File: src/rtl/rtc_read_sequencer.sv
// RTC read sequencer: fetches the nine time/timer registers over the
// multiplexed RTC bus and publishes them atomically to the display path.
//
// Ports:
//   clock, reset       system clock, synchronous active-high reset
//   en                 bus grant / block enable
//   start              one-cycle read request
//   busy               high in any state other than IDLE
//   done               one-cycle pulse when rd_time/rd_timer update
//   rtc_cs_n/ad_n      chip select (low), 0=address / 1=data phase
//   rtc_wr_n/rd_n      address latch strobe (low), read strobe (low)
//   rtc_data_out/oe    address onto bus, drive enable for top tristate
//   rtc_data_in        bus read-back
//   rd_time            {year,month,day,hour,min,seg}, raw BCD
//   rd_timer           {thour,tmin,tseg}, raw BCD
module rtc_read_sequencer #(
    parameter int PHASE_CYCLES   = 10,
    parameter int REFRESH_CYCLES = 100000
) (
    input  logic        clock,
    input  logic        reset,
    input  logic        en,
    input  logic        start,
    output logic        busy,
    output logic        done,
    output logic        rtc_cs_n,
    output logic        rtc_ad_n,
    output logic        rtc_wr_n,
    output logic        rtc_rd_n,
    output logic [7:0]  rtc_data_out,
    output logic        rtc_data_oe,
    input  logic [7:0]  rtc_data_in,
    output logic [47:0] rd_time,
    output logic [23:0] rd_timer
);

    localparam int RW =
        (REFRESH_CYCLES > 1) ? $clog2(REFRESH_CYCLES) : 1;
    localparam bit REF_EN = (REFRESH_CYCLES != 0);
    localparam logic [7:0] PH_LAST = 8'(PHASE_CYCLES - 1);
    localparam logic [RW-1:0] REF_LAST = RW'(REFRESH_CYCLES - 1);

    typedef enum logic [2:0] {
        S_IDLE,
        S_ADDR,
        S_GAP1,
        S_DATA,
        S_GAP2,
        S_DONE
    } state_t;

    state_t          r_state;
    state_t          w_state_nx;
    logic [7:0]      r_phase;
    logic [7:0]      w_phase_nx;
    logic [3:0]      r_idx;
    logic [3:0]      w_idx_nx;
    logic [RW-1:0]   r_ref;
    logic [RW-1:0]   w_ref_nx;
    logic [8:0][7:0] r_shadow;

    logic w_ph_end;
    logic w_tick;
    logic w_go;
    logic w_sample;
    logic w_publish;

    logic       r_busy;
    logic       r_done;
    logic       r_cs_n;
    logic       r_ad_n;
    logic       r_wr_n;
    logic       r_rd_n;
    logic       r_oe;
    logic [7:0] r_dout;
    logic [47:0] r_time;
    logic [23:0] r_timer;

    logic       w_cs_n;
    logic       w_ad_n;
    logic       w_wr_n;
    logic       w_rd_n;
    logic       w_oe;
    logic [7:0] w_dout;

    function automatic logic [7:0] addr_of(input logic [3:0] idx);
        logic [7:0] a;
        case (idx)
            4'd0:    a = 8'h21;
            4'd1:    a = 8'h22;
            4'd2:    a = 8'h23;
            4'd3:    a = 8'h24;
            4'd4:    a = 8'h25;
            4'd5:    a = 8'h26;
            4'd6:    a = 8'h41;
            4'd7:    a = 8'h42;
            4'd8:    a = 8'h43;
            default: a = 8'h00;
        endcase
        return a;
    endfunction

    // Next-state logic. Losing the bus grant aborts any read at once.
    always_comb begin
        w_state_nx = r_state;
        w_phase_nx = r_phase;
        w_idx_nx   = r_idx;
        w_ref_nx   = r_ref;
        w_sample   = 1'b0;
        w_publish  = 1'b0;
        w_ph_end   = (r_phase == PH_LAST);
        w_tick     = REF_EN && (r_ref == REF_LAST);
        w_go       = en && (start || w_tick);

        if (r_state != S_IDLE && !en) begin
            w_state_nx = S_IDLE;
            w_phase_nx = '0;
            w_idx_nx   = '0;
        end else begin
            case (r_state)
                S_IDLE: begin
                    if (w_go) begin
                        w_state_nx = S_ADDR;
                        w_phase_nx = '0;
                        w_idx_nx   = '0;
                        w_ref_nx   = '0;
                    end else if (en && REF_EN) begin
                        w_ref_nx = r_ref + RW'(1);
                    end
                end
                S_ADDR: begin
                    w_phase_nx = w_ph_end ? 8'd0 : r_phase + 8'd1;
                    if (w_ph_end) w_state_nx = S_GAP1;
                end
                S_GAP1: begin
                    w_phase_nx = w_ph_end ? 8'd0 : r_phase + 8'd1;
                    if (w_ph_end) w_state_nx = S_DATA;
                end
                S_DATA: begin
                    w_phase_nx = w_ph_end ? 8'd0 : r_phase + 8'd1;
                    // Latest sample point gives the RTC the full phase.
                    w_sample   = w_ph_end;
                    if (w_ph_end) w_state_nx = S_GAP2;
                end
                S_GAP2: begin
                    w_phase_nx = w_ph_end ? 8'd0 : r_phase + 8'd1;
                    if (w_ph_end) begin
                        if (r_idx == 4'd8) begin
                            w_state_nx = S_DONE;
                        end else begin
                            w_idx_nx   = r_idx + 4'd1;
                            w_state_nx = S_ADDR;
                        end
                    end
                end
                S_DONE: begin
                    w_publish  = 1'b1;
                    w_state_nx = S_IDLE;
                end
                default: begin
                    w_state_nx = S_IDLE;
                    w_phase_nx = '0;
                    w_idx_nx   = '0;
                end
            endcase
        end
    end

    // Bus strobes decoded from the next state so they register
    // in step with the state itself.
    always_comb begin
        w_cs_n = 1'b1;
        w_ad_n = 1'b1;
        w_wr_n = 1'b1;
        w_rd_n = 1'b1;
        w_oe   = 1'b0;
        w_dout = 8'h00;
        case (w_state_nx)
            S_ADDR: begin
                w_cs_n = 1'b0;
                w_ad_n = 1'b0;
                w_wr_n = 1'b0;
                w_oe   = 1'b1;
                w_dout = addr_of(w_idx_nx);
            end
            S_DATA: begin
                w_cs_n = 1'b0;
                w_rd_n = 1'b0;
            end
            default: begin
                w_cs_n = 1'b1;
            end
        endcase
    end

    always_ff @(posedge clock) begin
        if (reset) begin
            r_state  <= S_IDLE;
            r_phase  <= '0;
            r_idx    <= '0;
            r_ref    <= '0;
            r_shadow <= '0;
            r_busy   <= 1'b0;
            r_done   <= 1'b0;
            r_cs_n   <= 1'b1;
            r_ad_n   <= 1'b1;
            r_wr_n   <= 1'b1;
            r_rd_n   <= 1'b1;
            r_oe     <= 1'b0;
            r_dout   <= 8'h00;
            r_time   <= '0;
            r_timer  <= '0;
        end else begin
            r_state <= w_state_nx;
            r_phase <= w_phase_nx;
            r_idx   <= w_idx_nx;
            r_ref   <= w_ref_nx;
            r_busy  <= (w_state_nx != S_IDLE);
            r_done  <= w_publish;
            r_cs_n  <= w_cs_n;
            r_ad_n  <= w_ad_n;
            r_wr_n  <= w_wr_n;
            r_rd_n  <= w_rd_n;
            r_oe    <= w_oe;
            r_dout  <= w_dout;
            if (w_sample) begin
                r_shadow[r_idx] <= rtc_data_in;
            end
            if (w_publish) begin
                r_time  <= r_shadow[5:0];
                r_timer <= r_shadow[8:6];
            end
        end
    end

    assign busy         = r_busy;
    assign done         = r_done;
    assign rtc_cs_n     = r_cs_n;
    assign rtc_ad_n     = r_ad_n;
    assign rtc_wr_n     = r_wr_n;
    assign rtc_rd_n     = r_rd_n;
    assign rtc_data_oe  = r_oe;
    assign rtc_data_out = r_dout;
    assign rd_time      = r_time;
    assign rd_timer     = r_timer;

endmodule

File: config.mk
export PLATFORM = sky130hd
export DESIGN_NAME = rtc_read_sequencer
export DESIGN_NICKNAME = d
export VERILOG_FILES = /design/src/rtl/rtc_read_sequencer.sv
export SDC_FILE = /design/constraint.sdc
export NUM_CORES = 1
export LEC_CHECK = 0
export ABC_CLOCK_PERIOD_IN_PS = 2800
export CAP_MARGIN = 10
export CORE_UTILIZATION = 47
export CTS_CLUSTER_DIAMETER = 100
export DETAILED_ROUTE_END_ITERATION = 10
export PLACE_DENSITY = 0.71
export SYNTH_ARGS = -nofsm -noshare
export SYNTH_HDL_FRONTEND = slang
export SYNTH_SLANG_ARGS = --single-unit
export TNS_END_PERCENT = 50
File: constraint.sdc
create_clock -name clock -period 2.8 [get_ports clock]
set_input_delay 0.56 -clock clock [delete_from_list [all_inputs] [get_ports clock]]
set_output_delay 0.56 -clock clock [all_outputs]
set_load 0.01 [all_outputs]
==> results of run 1 <==
==> repair_timing <==
item                                    4_1_cts  5_1_grt
endpoints found under the setup margin        0        2
hold buffers                                  0        0
resized for setup                             0        2
==> power groups by stage <==
stage	Sequential (uW)	Combinational, uW	Clock [uW]
after floorplan	2730	90.9	0
after global placement	2730	147	0
after detailed placement	2730	146	0
after CTS	2670	147	2360
after global routing	2670	161	2460
final	2670	149	2310
==> worst paths after layout <==
| kind | startpoint | to | slack [ns] | cells past startpoint |
|---|---|---|---|---|
| worst max-delay path | r_ref[5]$_SDFFE_PP0P_ | rtc_data_out[2]$_SDFF_PP0_ | 0.19 | 11 |
| worst min-delay path | rd_time[41]$_SDFFE_PP0P_ | rd_time[41]$_SDFFE_PP0P_ | 0.45 | 2 |
| worst max register to register | r_ref[5]$_SDFFE_PP0P_ | rtc_data_out[2]$_SDFF_PP0_ | 0.19 | 11 |
| worst min register to register | rd_time[41]$_SDFFE_PP0P_ | rd_time[41]$_SDFFE_PP0P_ | 0.45 | 2 |
==> sequential cells by signal, summed over array words and instances (netlist names), 3 cells and up <==
| signal | flops |
|---|---|
| rtc_data_out | 5 |
| r_shadow | 72 |
| r_phase | 8 |
| r_state | 3 |
| rd_time | 48 |
| r_idx | 4 |
| r_ref | 17 |
| rd_timer | 24 |
==> metal layers <==
layer / part of all wire [%] / vias to the layer above / global-route usage (%)
li1: - / 2982 / -
met1: 49 / 2749 / 28.42
met2: 46 / 110 / 33.05
met3: 4.0 / 14 / 4.163
met4: 1.4 / 0 / 6.875
met5: 0 / - / 0
==> worst max-delay path: stages (launching register included) <==
cell and delay (ns):
dfxtp_1 0.37, or4b_4 0.57, nor4b_4 0.34, a41oi_4 0.22, o21ai_0 0.21, nand2_1 0.14, nand2b_1 0.15, inv_1 0.06
ha_1 0.16, o21ai_0 0.07, o31a_1 0.17, nor3_2 0.04
==> synth_stat cells (3+ instances only) <==
cell type  number  share of area, %
nand2b_1        6              0.52
nor2_1         81               4.2
inv_1          13              0.67
xnor2_1         8              0.97
clkbuf_1       52               2.7
xor2_1         15               1.8
and4_1          3              0.36
o21ai_0         3              0.21
nor3_1          3              0.21
buf_4           4              0.41
nand4_1         7              0.60
dfxtp_1       187                52
nand2_1       208                11
and3_1          5              0.43
a21oi_1       112               7.7
nand3_1        45               3.1
ha_1            9               1.6
mux2i_1        40               5.5
==> kinds of logic (layout without fill, tap and decap cells) <==
group	count (synthesis)	after routing
AO/OA/AOI/OAI	139	139
XOR/XNOR	23	23
adder cells (fa/ha/maj)	9	9
buffers and inverters	72	153
flip-flops	187	187
multiplexers	40	40
other	1	3
AND/OR/NAND/NOR	383	383
==> final cells by class <==
class                      count  share of cell area [%]
inverter                      13                  0.5457
multi-input combinational    597                   36.27
timing repair buffer         108                   12.26
clock inverter                14                   1.525
sequential                   187                   41.86
tap                          188                   2.630
clock buffer                  18                   4.911
==> through the flow <==
stage / cell area (um2) / total power, uW / cells / util [%]
3_3_place_gp: 8347 / 2882 / 1093 / 55.11
2_1_floorplan: 7248 / 2825 / 856 / -
3_5_place_dp: 8347 / 2881 / 1093 / 55.11
6_report: 8942 / 5130 / 1125 / 59.04
4_1_cts: 8922 / 5175 / 1125 / 58.91
5_1_grt: 8942 / 5297 / 1125 / 59.04
==> run metrics, run 1 <==
status completed; routed via count 5,855; crit-path max FO 6; Switching Fraction 23.78%; register area share after synthesis 51.70%; nets@finish 945; setup clock skew after layout 0.009106 ns; CTS tree yes; CTS Sinks 187; final slew viol count 0; Critical Path AT 2.93 ns; share of layout cells above drive strength 1 6.617%; HP Class reg -> reg; total CTS buffers 17; P_int 3910 uW; most common cell after layout, fill and taps aside nand2_1; Synth Instances 854; chip width 126.1 um; number of synthesized register bits 187; grt ovf 0; Max Buffers Root-to-Sink 2; footprint of the multi-input gates 3243 um2; register area 3744 um2; first-pass GRT wire length 26,570 um; io pins 99; H-tree levels 4; Clk network pwr share 45.0%; Finish-stage setup viols 0; Die Height 126.1 um; Fmax 0.3825 GHz; DR iter-0 viols 448; Tmin final 2.614 ns; number of cell rows 45; global placement routability congestion 0.7987; average wire per standard cell 14.34 um; initial antenna violation count 0; Total GRT Usage 20.84%; post-synthesis compound-gate area fraction 11.15%; multiplexer share of the synthesized area 5.530%; VDD IR-drop max 0.4519 mV; Post-DRT Antenna Nets 0; XOR/XNOR Fraction of Synth Area 2.782%; Unique masters post-synth 58; Post-synth ARST share 0%; Via density 5.204; pre-CTS setup slack -0.06134 ns; DP HPWL 9817 um; PD cells 573.7 nW/um2; Yosys warning total 0; Leakage 0.003339 uW; initial core utilization 47.81%; largest family of logic cells by synthesized area simple AND/OR/NAND/NOR gates; Worst Setup End Kind flop; most common flop cell mapped by yosys dfxtp_1; Final WS setup 0.1857 ns; clk_lat worst skew 0.43 ns; n_diodes 0; critical path type reg -> reg; vias in the first global route 5,344; WP data required 3.11 ns; number of synthesized flops with an enable pin 0; period utilization 93.37%; setup bufs post-CTS 0; port bufs 95; FILL cells 1,368; Tightest Pin Transition 0.6304 ns; Avg Cell Area, Syn 8.479 um2; Reg power frac 52.1%; core area 15,150 um2; Worst-path clk slew 0.07 ns; Synth Area in Simple Gates 23.28%; area share of fa/ha/maj cells after synthesis 1.555%; routed wire length 16,130 um; combinational fraction of design power 2.9%; setup tns final 0 ns; Fin. Hold Viols 0; largest net degree at the start of global routing 100; Syn-to-layout area delta 23.50%; Root Buffer clkbuf_16; commonest non-fill, non-tap cells in the layout nand2_1 (208), dfxtp_1 (187), a21oi_1 (112), clkdlybuf4s50_1 (94), nor2_1 (81); Slew headroom 57.97%; First-pass DRT Iterations 7; worst hold slack 0.4524 ns; crit start category flop; DRC viols 0; Max-cap violations 0; die area 15,910 um2; P_sw 1220 uW; Mapped Area 7241 um2
No activity file was read; power rests on OpenSTA's default activity.
==> run 2: changes to the inputs <==
Settings changed: PLACE_DENSITY 0.71 to default, PLACE_DENSITY_LB_ADDON from default to 0.1, REMOVE_ABC_BUFFERS from default to 1.
==> run 2 against run 1 <==
Critical path type unchanged. Sequential share of layout area up 0.082 points. Via count down 0.56%. Count of clock-buffer cells in the layout up 6. Clock power up 2%.
==> run metrics, run 2 (synthesized netlist as in run 1, its figures left out) <==
Reg power frac 51.8%; Fmax 0.3839 GHz; Via density 5.194; FILL cells 1,313; global placement routability congestion 0.8308; nets@finish 942; Worst-path clk slew 0.06 ns; die area 15,910 um2; final slew viol count 0; Fin. Hold Viols 0; Tmin final 2.605 ns; initial antenna violation count 0; Finish-stage setup viols 0; P_int 4115 uW; unrepaired setup endpoints after global routing true; Critical Path AT 2.91 ns; total CTS buffers 17; max reg flops 72; port bufs 95; P_sw 1052 uW; Core Util, Final 58.93%; crit-path leading delay family simple AND/OR/NAND/NOR gates; HP Class reg -> reg; first-pass GRT wire length 26,740 um; chip width 126.1 um; initial core utilization 47.81%; VDD IR-drop max 0.3929 mV; average wire per standard cell 14.28 um; Hold-fix buffers, CTS 0; CTS Sinks 187; Final WS setup 0.1953 ns; commonest non-fill, non-tap cells in the layout nand2_1 (208), dfxtp_1 (187), a21oi_1 (112), clkdlybuf4s50_1 (94), nor2_1 (81); period utilization 93.02%; routed via count 5,822; Switching Fraction 20.36%; DRC viols 0; status completed; H-tree levels 4; Tightest Pin Transition 0.6456 ns; Max Buffers Root-to-Sink 2; First-pass DRT Iterations 5; final total power 5168 uW; Worst Setup End Kind flop; Leakage 0.003343 uW; CTS tree yes; setup bufs post-CTS 0; DR iter-0 viols 394; Critical path buffers and inverters 1; WP data required 3.11 ns; Post-DRT Antenna Nets 0; Root Buffer clkbuf_16; Critical Path Max Stage Delay 0.56 ns; PD cells 579.0 nW/um2; Die Height 126.1 um; Slew headroom 56.63%; core area 15,150 um2; CP max stage cell or4b_4; setup tns final 0 ns; crit-path max FO 6; Max-cap violations 0; routed wire length 16,010 um; Top reg by flops r_shadow; number of cell rows 45; share of layout cells above drive strength 1 5.895%; critical path type reg -> reg; most common cell after layout, fill and taps aside nand2_1; Syn-to-layout area delta 23.26%; io pins 99; pre-CTS setup slack -0.01732 ns; combinational fraction of design power 2.8%; clk_lat worst skew 0.43 ns; Total GRT Usage 21.10%; n_diodes 0; largest net degree at the start of global routing 127; crit start category flop; Clk network pwr share 45.4%; Cell Chain, Critical Path or4b_4 > nor4b_4 > a41oi_4 > o21ai_0 > nand2_1 > nand2b_1 > inv_1 > ha_1 > o21ai_0 > o31a_1 > nor3_2; setup clock skew after layout 0.008581 ns; DP HPWL 10,440 um; cell mode on critical path o21ai_0; grt ovf 0; vias in the first global route 5,514
## run 2: metal layers
layer  share of wire [%]  global-route usage (%)
met3                 3.7                   4.673
met4                 1.4                   7.442
met2                  48                   35.13
met5                   0                       0
met1                  47                   26.91
## run 2: area by class of cell
class | instances | area, um2 | share of cell area, %
Tap cell | 188 | 235.2 | 2.636
Inverter | 13 | 48.80 | 0.5468
Multi-Input combinational cell | 597 | 3243 | 36.34
Sequential cell | 187 | 3744 | 41.95
Clock inverter | 7 | 88.84 | 0.9954
Timing Repair Buffer | 105 | 1074 | 12.03
Clock buffer | 24 | 491.7 | 5.510
## run 2: repair_timing
action,in CTS,in global routing
setup endpoints to repair,0,34
gates resized for setup,0,3
hold endpoints to repair,0,0
## run 2: metrics by stage
stage,hold WS [ns],cell area [um2],instances
3_5_place_dp,0.4465,8324,1090
3_3_place_gp,0.4400,8324,1090
2_1_floorplan,0.4255,7010,797
4_1_cts,0.4516,8905,1121
6_report,0.4506,8925,1121
5_1_grt,0.4640,8925,1121
## run 2: tightest hold or removal path, delay by kind of cell, from the launching register on
family / cells / cell delay [ns]
compound gates: 1 / 0.05
flops: 1 / 0.31
simple gates: 1 / 0.05
## run 2: worst paths after layout
kind	from	slack (ns)	cells after the start	endpoint
setup reg to reg	r_ref[5]$_SDFFE_PP0P_	0.20	11	rtc_data_out[2]$_SDFF_PP0_
hold / removal	r_shadow[59]$_SDFFE_PP0P_	0.45	2	rd_timer[11]$_SDFFE_PP0P_
setup / recovery	r_ref[5]$_SDFFE_PP0P_	0.20	11	rtc_data_out[2]$_SDFF_PP0_
hold reg to reg	r_shadow[59]$_SDFFE_PP0P_	0.45	2	rd_timer[11]$_SDFFE_PP0P_
## run 2: power groups by stage
stage          Combinational (uW)  Clock, uW  Sequential, uW
2_1_floorplan                42.4          0            2740
4_1_cts                       147       2390            2670
3_5_place_dp                  147          0            2730
3_3_place_gp                  145          0            2730
6_report                      147       2350            2680
5_1_grt                       160       2500            2670
